$ cat src/rtl/counter_drain_pkg.sv
// Shared types and constants for the counter block drain engine.
package counter_drain_pkg;

  typedef enum logic [1:0] {
    ST_IDLE  = 2'd0,
    ST_READ  = 2'd1,
    ST_FLUSH = 2'd2,
    ST_DONE  = 2'd3
  } state_e;

  // Expected value of the two header bytes at the front of every block.
  localparam logic [7:0] HDR_BYTE_DEFAULT = 8'hAA;

  // Byte index counters are 6 bits wide and never wrap inside a block.
  localparam int CNT_W = 6;

  // Byte positions of the header and counter fields (big-endian fields).
  localparam int HDR_IDX_LO = 0;
  localparam int HDR_IDX_HI = 1;
  localparam int PPS_IDX_LO = 2;
  localparam int PPS_IDX_HI = 3;
  localparam int TEN_IDX_LO = 4;
  localparam int TEN_IDX_HI = 7;
  localparam int EVT_IDX_LO = 8;
  localparam int EVT_IDX_HI = 11;

  // True when a byte index falls inside the inclusive range [lo, hi].
  function automatic logic idx_in(input logic [CNT_W-1:0] idx, input int lo, input int hi);
    return (int'(idx) >= lo) && (int'(idx) <= hi);
  endfunction

endpackage

$ cat src/rtl/counter_drain_if.sv
// Counter FIFO read port plus the outgoing byte stream of the drain engine.
interface counter_drain_if;
  logic       cfifo_rden;
  logic [7:0] cfifo_dout;
  logic       cfifo_empty;
  logic       cfifo_valid;
  logic [7:0] out_data;
  logic       out_valid;
  logic       out_ready;
  logic       out_last;

  // master: the drain engine; slave: the FIFO and the downstream byte sink.
  modport master (
    output cfifo_rden,
    input  cfifo_dout, cfifo_empty, cfifo_valid,
    output out_data, out_valid, out_last,
    input  out_ready
  );

  modport slave (
    input  cfifo_rden,
    output cfifo_dout, cfifo_empty, cfifo_valid,
    input  out_data, out_valid, out_last,
    output out_ready
  );
endinterface

$ cat src/rtl/counter_drain_skid.sv
// Two-entry byte FIFO decoupling FIFO read latency from output backpressure.
module byte_skid_buf (
  input  logic       clk,
  input  logic       rst_n,
  input  logic [7:0] in_data,
  input  logic       in_valid,
  output logic       in_ready,
  output logic [7:0] out_data,
  output logic       out_valid,
  input  logic       out_ready,
  output logic [1:0] count
);

  logic [7:0] mem_q [2];
  logic [7:0] mem_d [2];
  logic       wr_ptr_q, wr_ptr_d;
  logic       rd_ptr_q, rd_ptr_d;
  logic [1:0] count_q, count_d;
  logic       push, pop;

  assign in_ready  = (count_q != 2'd2);
  assign out_valid = (count_q != 2'd0);
  assign out_data  = mem_q[rd_ptr_q];
  assign count     = count_q;
  assign push      = in_valid && in_ready;
  assign pop       = out_valid && out_ready;

  // Next-state: write at wr_ptr on push, advance rd_ptr on pop, track occupancy.
  always_comb begin
    mem_d    = mem_q;
    wr_ptr_d = wr_ptr_q;
    rd_ptr_d = rd_ptr_q;
    count_d  = count_q;
    if (push) begin
      mem_d[wr_ptr_q] = in_data;
      wr_ptr_d        = ~wr_ptr_q;
    end
    if (pop) begin
      rd_ptr_d = ~rd_ptr_q;
    end
    case ({push, pop})
      2'b10:   count_d = count_q + 2'd1;
      2'b01:   count_d = count_q - 2'd1;
      default: count_d = count_q;
    endcase
  end

  // State registers; reset empties the buffer and zeroes the output byte.
  always_ff @(posedge clk) begin
    if (!rst_n) begin
      for (int i = 0; i < 2; i++) mem_q[i] <= '0;
      wr_ptr_q <= 1'b0;
      rd_ptr_q <= 1'b0;
      count_q  <= 2'd0;
    end else begin
      mem_q    <= mem_d;
      wr_ptr_q <= wr_ptr_d;
      rd_ptr_q <= rd_ptr_d;
      count_q  <= count_d;
    end
  end

endmodule

$ cat src/rtl/counter_drain.sv
// Drains one fixed-size counter block from a FIFO into a byte stream,
// checking the header and latching the PPS / 10 MHz / event counter fields.
module counter_drain
  import counter_drain_pkg::*;
#(
  parameter int         BLOCK_BYTES = 32,
  parameter logic [7:0] HDR_BYTE    = HDR_BYTE_DEFAULT,
  parameter int         TIMEOUT     = 1024
) (
  input  logic        clk,
  input  logic        rst_n,
  input  logic        start,
  counter_drain_if.master bus,
  output logic        busy,
  output logic        done,
  output logic        hdr_err,
  output logic        tmo_err,
  output logic [15:0] pps_num,
  output logic [31:0] tenmhz_num,
  output logic [31:0] evt_num
);

  localparam int             TMO_W    = $clog2(TIMEOUT + 1);
  localparam logic [CNT_W-1:0] BLK_CNT  = CNT_W'(BLOCK_BYTES);
  localparam logic [CNT_W-1:0] LAST_IDX = CNT_W'(BLOCK_BYTES - 1);
  localparam logic [TMO_W-1:0] TMO_LAST = TMO_W'(TIMEOUT - 1);

  state_e             state_q, state_d;
  logic [CNT_W-1:0]   req_cnt_q, req_cnt_d;
  logic [CNT_W-1:0]   byte_cnt_q, byte_cnt_d;
  logic [CNT_W-1:0]   out_cnt_q, out_cnt_d;
  logic [TMO_W-1:0]   tmo_cnt_q, tmo_cnt_d;
  logic               inflight_q, inflight_d;
  logic               hdr_err_q, hdr_err_d;
  logic               tmo_err_q, tmo_err_d;
  logic [15:0]        pps_sh_q, pps_sh_d, pps_q, pps_d;
  logic [31:0]        ten_sh_q, ten_sh_d, ten_q, ten_d;
  logic [31:0]        evt_sh_q, evt_sh_d, evt_q, evt_d;

  logic       take_byte, pop_now, tmo_hit, room, rden;
  logic       skid_in_ready, skid_out_valid;
  logic [7:0] skid_out_data;
  logic [1:0] skid_count;
  logic [2:0] occ_net;

  // Valid bytes are only accepted while a block is active; IDLE/DONE drop them.
  assign take_byte = bus.cfifo_valid && ((state_q == ST_READ) || (state_q == ST_FLUSH));
  assign pop_now   = skid_out_valid && bus.out_ready;
  assign tmo_hit   = (state_q == ST_READ) && !take_byte && (tmo_cnt_q == TMO_LAST);
  // Count the slot freed by this cycle's output transfer so a full-rate stream never stalls.
  assign occ_net   = {1'b0, skid_count} - {2'b00, pop_now} + {2'b00, inflight_q};
  assign room      = (occ_net < 3'd2);
  assign rden      = (state_q == ST_READ) && !bus.cfifo_empty && (req_cnt_q < BLK_CNT)
                     && room && skid_in_ready && !tmo_hit;

  byte_skid_buf u_skid (
    .clk       (clk),
    .rst_n     (rst_n),
    .in_data   (bus.cfifo_dout),
    .in_valid  (take_byte),
    .in_ready  (skid_in_ready),
    .out_data  (skid_out_data),
    .out_valid (skid_out_valid),
    .out_ready (bus.out_ready),
    .count     (skid_count)
  );

  assign bus.cfifo_rden = rden;
  assign bus.out_data   = skid_out_data;
  assign bus.out_valid  = skid_out_valid;
  assign bus.out_last   = skid_out_valid && (out_cnt_q == LAST_IDX);

  assign busy       = (state_q != ST_IDLE);
  assign done       = (state_q == ST_DONE);
  assign hdr_err    = hdr_err_q;
  assign tmo_err    = tmo_err_q;
  assign pps_num    = pps_q;
  assign tenmhz_num = ten_q;
  assign evt_num    = evt_q;

  // Next-state logic: block FSM, byte/request counters, header check and field capture.
  always_comb begin
    state_d    = state_q;
    req_cnt_d  = req_cnt_q + CNT_W'(rden);
    byte_cnt_d = byte_cnt_q;
    out_cnt_d  = out_cnt_q + CNT_W'(pop_now);
    tmo_cnt_d  = tmo_cnt_q;
    inflight_d = rden;
    hdr_err_d  = hdr_err_q;
    tmo_err_d  = tmo_err_q;
    pps_sh_d   = pps_sh_q;
    ten_sh_d   = ten_sh_q;
    evt_sh_d   = evt_sh_q;
    pps_d      = pps_q;
    ten_d      = ten_q;
    evt_d      = evt_q;

    if (take_byte) begin
      byte_cnt_d = byte_cnt_q + 1'b1;
      if (idx_in(byte_cnt_q, HDR_IDX_LO, HDR_IDX_HI) && (bus.cfifo_dout != HDR_BYTE))
        hdr_err_d = 1'b1;
      if (idx_in(byte_cnt_q, PPS_IDX_LO, PPS_IDX_HI)) pps_sh_d = {pps_sh_q[7:0], bus.cfifo_dout};
      if (idx_in(byte_cnt_q, TEN_IDX_LO, TEN_IDX_HI)) ten_sh_d = {ten_sh_q[23:0], bus.cfifo_dout};
      if (idx_in(byte_cnt_q, EVT_IDX_LO, EVT_IDX_HI)) evt_sh_d = {evt_sh_q[23:0], bus.cfifo_dout};
    end

    case (state_q)
      ST_IDLE: begin
        if (start) begin
          state_d    = ST_READ;
          req_cnt_d  = '0;
          byte_cnt_d = '0;
          out_cnt_d  = '0;
          tmo_cnt_d  = '0;
          hdr_err_d  = 1'b0;
          tmo_err_d  = 1'b0;
        end
      end
      ST_READ: begin
        if (take_byte) begin
          tmo_cnt_d = '0;
          if (byte_cnt_q == LAST_IDX) state_d = ST_FLUSH;
        end else if (tmo_hit) begin
          tmo_err_d = 1'b1;
          state_d   = ST_FLUSH;
        end else begin
          tmo_cnt_d = tmo_cnt_q + 1'b1;
        end
      end
      ST_FLUSH: begin
        if ((skid_count == 2'd0) && !inflight_q) begin
          state_d = ST_DONE;
          // Publish the fields together with the DONE pulse, unless the block timed out.
          if (!tmo_err_q) begin
            pps_d = pps_sh_q;
            ten_d = ten_sh_q;
            evt_d = evt_sh_q;
          end
        end
      end
      ST_DONE: begin
        state_d = ST_IDLE;
      end
      default: state_d = ST_IDLE;
    endcase
  end

  // State registers with synchronous active-low reset.
  always_ff @(posedge clk) begin
    if (!rst_n) begin
      state_q    <= ST_IDLE;
      req_cnt_q  <= '0;
      byte_cnt_q <= '0;
      out_cnt_q  <= '0;
      tmo_cnt_q  <= '0;
      inflight_q <= 1'b0;
      hdr_err_q  <= 1'b0;
      tmo_err_q  <= 1'b0;
      pps_sh_q   <= '0;
      ten_sh_q   <= '0;
      evt_sh_q   <= '0;
      pps_q      <= '0;
      ten_q      <= '0;
      evt_q      <= '0;
    end else begin
      state_q    <= state_d;
      req_cnt_q  <= req_cnt_d;
      byte_cnt_q <= byte_cnt_d;
      out_cnt_q  <= out_cnt_d;
      tmo_cnt_q  <= tmo_cnt_d;
      inflight_q <= inflight_d;
      hdr_err_q  <= hdr_err_d;
      tmo_err_q  <= tmo_err_d;
      pps_sh_q   <= pps_sh_d;
      ten_sh_q   <= ten_sh_d;
      evt_sh_q   <= evt_sh_d;
      pps_q      <= pps_d;
      ten_q      <= ten_d;
      evt_q      <= evt_d;
    end
  end

endmodule
$ cat src/flat_wrapper.sv
// flat-port wrapper written by rule: the top's interface ports become plain ports
module counter_drain_flat import counter_drain_pkg::*;
#(
  parameter int         BLOCK_BYTES = 32,
  parameter logic [7:0] HDR_BYTE    = HDR_BYTE_DEFAULT,
  parameter int         TIMEOUT     = 1024
)
  (clk, rst_n, start, busy, done, hdr_err, tmo_err, pps_num, tenmhz_num, evt_num, bus_cfifo_rden, bus_cfifo_dout, bus_cfifo_empty, bus_cfifo_valid, bus_out_data, bus_out_valid, bus_out_last, bus_out_ready);
  counter_drain_if bus_i ();
  input  logic clk;
  input  logic rst_n;
  input  logic start;
  output logic busy;
  output logic done;
  output logic hdr_err;
  output logic tmo_err;
  output logic [15:0] pps_num;
  output logic [31:0] tenmhz_num;
  output logic [31:0] evt_num;
  output wire logic [$bits(bus_i.cfifo_rden)-1:0] bus_cfifo_rden;
  input wire logic [$bits(bus_i.cfifo_dout)-1:0] bus_cfifo_dout;
  input wire logic [$bits(bus_i.cfifo_empty)-1:0] bus_cfifo_empty;
  input wire logic [$bits(bus_i.cfifo_valid)-1:0] bus_cfifo_valid;
  output wire logic [$bits(bus_i.out_data)-1:0] bus_out_data;
  output wire logic [$bits(bus_i.out_valid)-1:0] bus_out_valid;
  output wire logic [$bits(bus_i.out_last)-1:0] bus_out_last;
  input wire logic [$bits(bus_i.out_ready)-1:0] bus_out_ready;
  assign bus_cfifo_rden = bus_i.cfifo_rden;
  assign bus_i.cfifo_dout = bus_cfifo_dout;
  assign bus_i.cfifo_empty = bus_cfifo_empty;
  assign bus_i.cfifo_valid = bus_cfifo_valid;
  assign bus_out_data = bus_i.out_data;
  assign bus_out_valid = bus_i.out_valid;
  assign bus_out_last = bus_i.out_last;
  assign bus_i.out_ready = bus_out_ready;
  counter_drain #(.BLOCK_BYTES(BLOCK_BYTES), .HDR_BYTE(HDR_BYTE), .TIMEOUT(TIMEOUT)) u_core (.clk(clk), .rst_n(rst_n), .start(start), .bus(bus_i), .busy(busy), .done(done), .hdr_err(hdr_err), .tmo_err(tmo_err), .pps_num(pps_num), .tenmhz_num(tenmhz_num), .evt_num(evt_num));
endmodule
$ cat config.mk
export PLATFORM = sky130hd
export DESIGN_NAME = counter_drain_flat
export DESIGN_NICKNAME = d
export VERILOG_FILES = /design/src/rtl/counter_drain_pkg.sv /design/src/rtl/counter_drain_if.sv /design/src/rtl/counter_drain_skid.sv /design/src/rtl/counter_drain.sv /design/src/flat_wrapper.sv
export SDC_FILE = /design/constraint.sdc
export NUM_CORES = 1
export LEC_CHECK = 0
export BUFFER_PORTS_ARGS = -buffer_cell sky130_fd_sc_hd__buf_2
export CAP_MARGIN = 20
export CORE_MARGIN = 10
export CORE_UTILIZATION = 30
export DETAILED_ROUTE_END_ITERATION = 12
export PLACE_DENSITY_LB_ADDON = 0.3
export SYNTH_ARGS = -nofsm -noshare
export SYNTH_HDL_FRONTEND = slang
export SYNTH_SLANG_ARGS = --single-unit
$ cat constraint.sdc
create_clock -name clk -period 7.1 [get_ports clk]
set_input_delay 1.065 -clock clk [delete_from_list [all_inputs] [get_ports clk]]
set_output_delay 1.065 -clock clk [all_outputs]
set_load 0.02 [all_outputs]
After elaboration in Yosys (flattened, before gate mapping)
Index checks and enable logic that the tools add are counted.
Operators by class
  shifts and indexed selects: 0
  mux-type cells: 32
  div/mod/pow operators: 0
  multipliers: 0
  $add $sub $neg: 8
  reductions and logical operators: 35
  order comparisons: 12
  bitwise operators: 5
  eq/ne operators: 17
Operator list (count)
  6-bit two-way mux: 7
  11-bit two-way mux: 3
  8-bit two-way mux: 4
  11-bit case mux with 2 select lines: 1
  1-bit logical AND: 17
  16-bit bitwise mux: 1
  6-bit by 1-bit adder with 6-bit output: 2
  6-bit by 5-bit equality test with 1-bit output (second input constant): 2
  11-bit by 1-bit adder with 11-bit output (second input constant): 1
  11-bit by 10-bit equality test with 1-bit output (second input constant): 1
  2-bit two-way mux: 5
  8-bit demux with 1-bit select: 1
  2-bit != test (second input constant): 4
  8-bit != test (second input constant): 1
  2-bit case mux with 4 select lines: 1
  4-bit AND reduction: 2
  2-bit nonzero test: 4
  1-bit two-way mux: 7
  6-bit by 1-bit adder with 6-bit output (second input constant): 1
  2-bit equality test (second input constant): 3
  6-bit by 2-bit greater-or-equal comparator with 1-bit output (second input constant): 1
  6-bit by 3-bit greater-or-equal comparator with 1-bit output (second input constant): 1
  6-bit by 4-bit greater-or-equal comparator with 1-bit output (second input constant): 1
  6-bit by 1-bit less-or-equal comparator with 1-bit output (second input constant): 1
  25 further kinds: 37
Storage, ports and cells
  word-level logic and storage cells: 128
  output and inout port bits: 95
  register bits after elaboration: 214
  bits in read-only memories: 0
  bits in latches: 0
  memories: 0
  RAM bits: 0

Logic depth before layout (Yosys ltp)
  depth after elaboration: 11
  gate-level depth with buffers: 13
  mapped depth without buffers: 12

By module
A second synthesis with hierarchy kept.
Unflattened totals
  cell total of the unflattened synthesis: 979
  area total of the unflattened synthesis: 8648.3 um^2
Modules (own cells, without submodules)
  counter_drain: area each 7738.7 um^2, cells each 888, times used 1
  byte_skid_buf: area each 909.6 um^2, cells each 91, times used 1

Least setup slack after synthesis
OpenSTA, ideal clock, no wires.
  path type: input to output
  start point: input port bus_out_ready
  end point: output port bus_cfifo_rden
  required time: 6.035 ns
  buffers on the path: 0
  arrival time: 2.475 ns
  stages on the path: 6
  setup slack: 3.560 ns
  path through: xor2_1 nand2_1 fa_1 nor4bb_1 o21ai_0 a21oi_1
Between the ends
  cells in the longest elaborated chain, start to end: 7
Ends and longest elaborated chain
  start: declaration: line flat_wrapper.sv:27  | input wire logic [$bits(bus_i.out_ready)-1:0] bus_out_ready;
  1-bit logical AND: line counter_drain.sv:48  | assign pop_now = skid_out_valid && bus.out_ready;
  2-bit by 1-bit subtractor with 3-bit output: line counter_drain.sv:51  | assign occ_net = {1'b0, skid_count} - {2'b00, pop_now} + {2'b00, inflight_q};
  3-bit by 1-bit adder with 3-bit output: line counter_drain.sv:51
  3-bit by 2-bit less-than comparator with 1-bit output: line counter_drain.sv:52  | assign room = (occ_net < 3'd2);
  1-bit logical AND (3 in series): line counter_drain.sv:54  | && room && skid_in_ready && !tmo_hit;
  end: declaration: line flat_wrapper.sv:20  | output wire logic [$bits(bus_i.cfifo_rden)-1:0] bus_cfifo_rden;
No other way between the ends.

Worst setup path in the final report
  start point: register u_core.state_q[0]
  end point: output port bus_cfifo_rden
Between the ends
  cells in the longest elaborated chain, start to end: 8
  elaborated cells on any way between the ends: 13
  those cells by class: eq/ne: 2; reduce/logical: 11
Ends and longest elaborated chain
  start: declaration: line counter_drain.sv:28  | state_e state_q, state_d;
  start signal: assignment: line counter_drain.sv:166  | state_q <= state_d;
  2-bit by 1-bit equality test with 1-bit output or 2-bit equality test (tied branches): line counter_drain.sv:47, counter_drain.sv:49, counter_drain.sv:53
  1-bit logical OR: line counter_drain.sv:47  | assign take_byte = bus.cfifo_valid && ((state_q == ST_READ) || (state_q == ST_FLUSH));
  1-bit logical AND: line counter_drain.sv:47
  1-bit zero test: line counter_drain.sv:49  | assign tmo_hit = (state_q == ST_READ) && !take_byte && (tmo_cnt_q == TMO_LAST);
  1-bit logical AND (2 in series): line counter_drain.sv:49
  1-bit zero test: line counter_drain.sv:54
  1-bit logical AND (*): line counter_drain.sv:54
Every way passes the cells marked *; elsewhere a longest branch is shown, timed or not.

==> flow_summary.yaml <==
flow_run:
  drv_cap: 0
route:
  wl_um: 22500
  vias: 6656
  ant_nets: 0
  avgViaCountPerCell: 4.57
  dr.first_iter.drc_count: 500
  drc: 0
  drtPass1Iterations: 6
  wire_per_inst_um: 15.5
finish:
  fill_cells: 3042
  regArea_um2: 4280
  drive_gt1_share_pct: 16.1
  areaGrowthSynthToFinish_pct: 18.8
  stdcell_area_um2: 10300
  final_nets: 1081
  multi_input_area_um2: 4030
  final_cells: 1456
  diodes: 0
sta:
  setup_tns_ps: 0
  rsz0062_at_grt: "false"
  fin_skew_ps: 11.0
  hold_ws_ps: 446
  hold_violations: 0
  fin_crit_ps: 3940
  worst_slack_ps: 3160
  relSlewSlack_pct: 40.1
  period_share_pct: 55.4
  maxSlewViolCount: 0
  max_freq_mhz: 254
  worst_slew_pin_slew_ps: 898
  setup_viol: 0
grt:
  grt_util_met2_pct: 20.4
  grt_usage_pct: 12.2
  gr-total-overflow: 0
  first_global_vias: 6438
  busiest_layer: "met2"
  gr-usage-met1_pct: 15.7
  grt_pass1_wl_um: 36100
  use_met3_pct: 2.80
  grt_max_degree: 103
  antenna_found_initial: 0
yosys:
  synth_edf_count: 0
  synth_ff_type: "dfxtp_1"
  syn_area_um2: 8640
  synthDistinctLibCells: 52
  synth_nets: 997
  ys_warn_count: 0
  ys_seq_area_share_pct: 49.6
  async_flop_share_pct: 0
  syn_inst: 969
  ys_ff_latch: 214
  syn_area_per_cell_um2: 8.92
placed_design:
  placedCellCount: 1408
  portBuffers: 108
  place_area_um2: 9430
  pre_cts_slack_ps: 3260
  dpl.hpwl_um: 14600
  gp_congestion: 0.759
min_path:
  hold_class: "reg -> reg"
  worstHoldPathCells: 2
  worst_hold_path.endpoint: "u_core.tenmhz_num[7]"
  hold_start: "u_core.tenmhz_num[7]"
setup_path:
  crit_fanout: 14
  path_class: "reg -> out"
  end_kind: "output pin"
  start_kind: "flop"
  r2r_slack_ps: 4040
  required_ps: 6030
  r2r_start: "u_core.state_q[0]"
  cp_data_arrival_time_ps: 2870
  r2r_end: "u_core.req_cnt_q[4]"
  r2r_cells: 10
power:
  power.density_nw_per_um2: 295
  vdd_drop_max_uv: 142
  p_leak_nw: 3.97
clock_network:
  clk_path_buf_depth: 3
  clkTransAtPathRegs_ps: 60
  cts-hold-fix-buffers: 0
  numCtsBuffers: 26
  cts_setup_buffers: 0
  clockRootBuffer: "clkbuf_16"
  post_cts_resized: 0
  h-tree-depth: 1
  clk_latency_ps: 530
  tritoncts: "done"
  cts_sinks: 214
outcome:
  status: "finished, final reports clean"
floorplanning:
  dieArea_um2: 36000
  die_h_um: 190
  rows: 62
  start_util_pct: 30.3
  die_w_um: 190
  ios: 109
  core-area_um2: 28500
==> through the flow <==
stage / utilization, % / power [mW]
after floorplan: - / 1.67
after global placement: 33.0 / 1.77
after detailed placement: 33.0 / 1.78
after CTS: 35.9 / 3.07
after global routing: 36.0 / 3.18
final: 36.0 / 3.03
==> cell usage after synthesis (3+ instances only) <==
master | number | area [µm²]
nor4bb_1 | 4 | 40.0
nand4_1 | 9 | 56.3
mux2_2 | 9 | 101
nor2b_1 | 33 | 206
o21ai_0 | 8 | 40.0
a21boi_1 | 85 | 638
nand2_1 | 309 | 1160
a211oi_1 | 3 | 22.5
dfxtp_1 | 214 | 4280
buf_6 | 9 | 101
buf_2 | 17 | 85.1
a21boi_0 | 62 | 465
nor3_1 | 6 | 30.0
a21oi_1 | 16 | 80.1
and2_1 | 8 | 50.1
nand3_1 | 9 | 45.0
mux2i_1 | 36 | 360
xnor2_1 | 6 | 52.6
ha_1 | 13 | 163
and3_1 | 7 | 43.8
nand2b_1 | 3 | 18.8
nor2_1 | 18 | 67.6
xor2_1 | 7 | 61.3
clkbuf_1 | 35 | 131
inv_1 | 6 | 22.5
or3_1 | 4 | 25.0
o21a_1 | 3 | 22.5
==> report_power, final <==
group | switching, mW | leakage [nW] | total, mW | internal (mW)
Sequential | 0.0360 | 1.72 | 1.27 | 1.24
Combinational | 0.315 | 1.85 | 0.477 | 0.162
Clock | 0.531 | 0.394 | 1.28 | 0.747
Total | 0.882 | 3.97 | 3.03 | 2.15
==> state kept, by name, indices dropped and copies added, names as in the netlist <==
| signal | count |
|---|---|
| u_core.state_q | 2 |
| u_core.evt_num | 32 |
| u_core.inflight_q | 1 |
| u_core.u_skid.wr_ptr_q | 1 |
| u_core.byte_cnt_q | 6 |
| u_core.u_skid.mem_q | 16 |
| u_core.tenmhz_num | 32 |
| u_core.out_cnt_q | 6 |
| u_core.tmo_cnt_q | 11 |
| u_core.u_skid.rd_ptr_q | 1 |
| u_core.evt_sh_q | 32 |
| u_core.u_skid.count | 2 |
| u_core.pps_sh_q | 16 |
| u_core.pps_num | 16 |
| u_core.req_cnt_q | 6 |
| u_core.ten_sh_q | 32 |
| u_core.hdr_err | 1 |
| u_core.tmo_err | 1 |
==> worst max-delay path, cell delays in order (launching register included) <==
cell,delay (ps)
dfxtp_1,380
inv_1,80
ha_1,380
a21boi_0,340
nor3b_2,720
a21oi_1,230
buf_2,220
==> logic make-up (layout without fill, tap and decap cells) <==
kind of cell    Yosys count  count (layout)  share of synthesized area (%)
compound gates          193             193                           16.2
xor+xnor                 13              13                           1.32
fa+ha+maj                14              14                           2.11
buf+inv                  68             171                           4.02
flops                   214             214                           49.6
mux                      45              45                           5.34
simple gates            422             422                           21.4
==> worst max-delay path by stage <==
stage / endpoint / startpoint / cells past startpoint
2_1_floorplan: bus_cfifo_rden / bus_out_ready / 6
3_3_place_gp: bus_cfifo_rden / bus_out_ready / 8
3_5_place_dp: bus_cfifo_rden / bus_out_ready / 8
4_1_cts: bus_cfifo_rden / u_core.state_q[0] / 6
5_1_grt: bus_cfifo_rden / u_core.state_q[0] / 6
6_report: bus_cfifo_rden / u_core.state_q[0] / 6
==> per-layer routing <==
metal  share of wire (%)  routed length (µm)
met5                   0                   0
met4                 2.1                 466
met3                 5.0                1120
met2                  47               10500
met1                  46               10400
==> layout make-up <==
class	count	share of cell area [%]
sequential	214	41.7
timing repair buffer	118	6.14
multi-input combinational	687	39.2
inverter	6	0.219
clock inverter	11	1.05
tap	384	4.68
clock buffer	36	6.99
==> placed cells by master, fill, tap and decap left out, drive strengths merged, types with 13 or more instances in the layout <==
master	instances
dfxtp	214
clkbuf	36
a21boi	147
nor2b	33
ha	13
a21oi	16
nor2	18
mux2i	36
buf	118
nand2	309
Note: power is estimated with default switching activity, not from simulation.
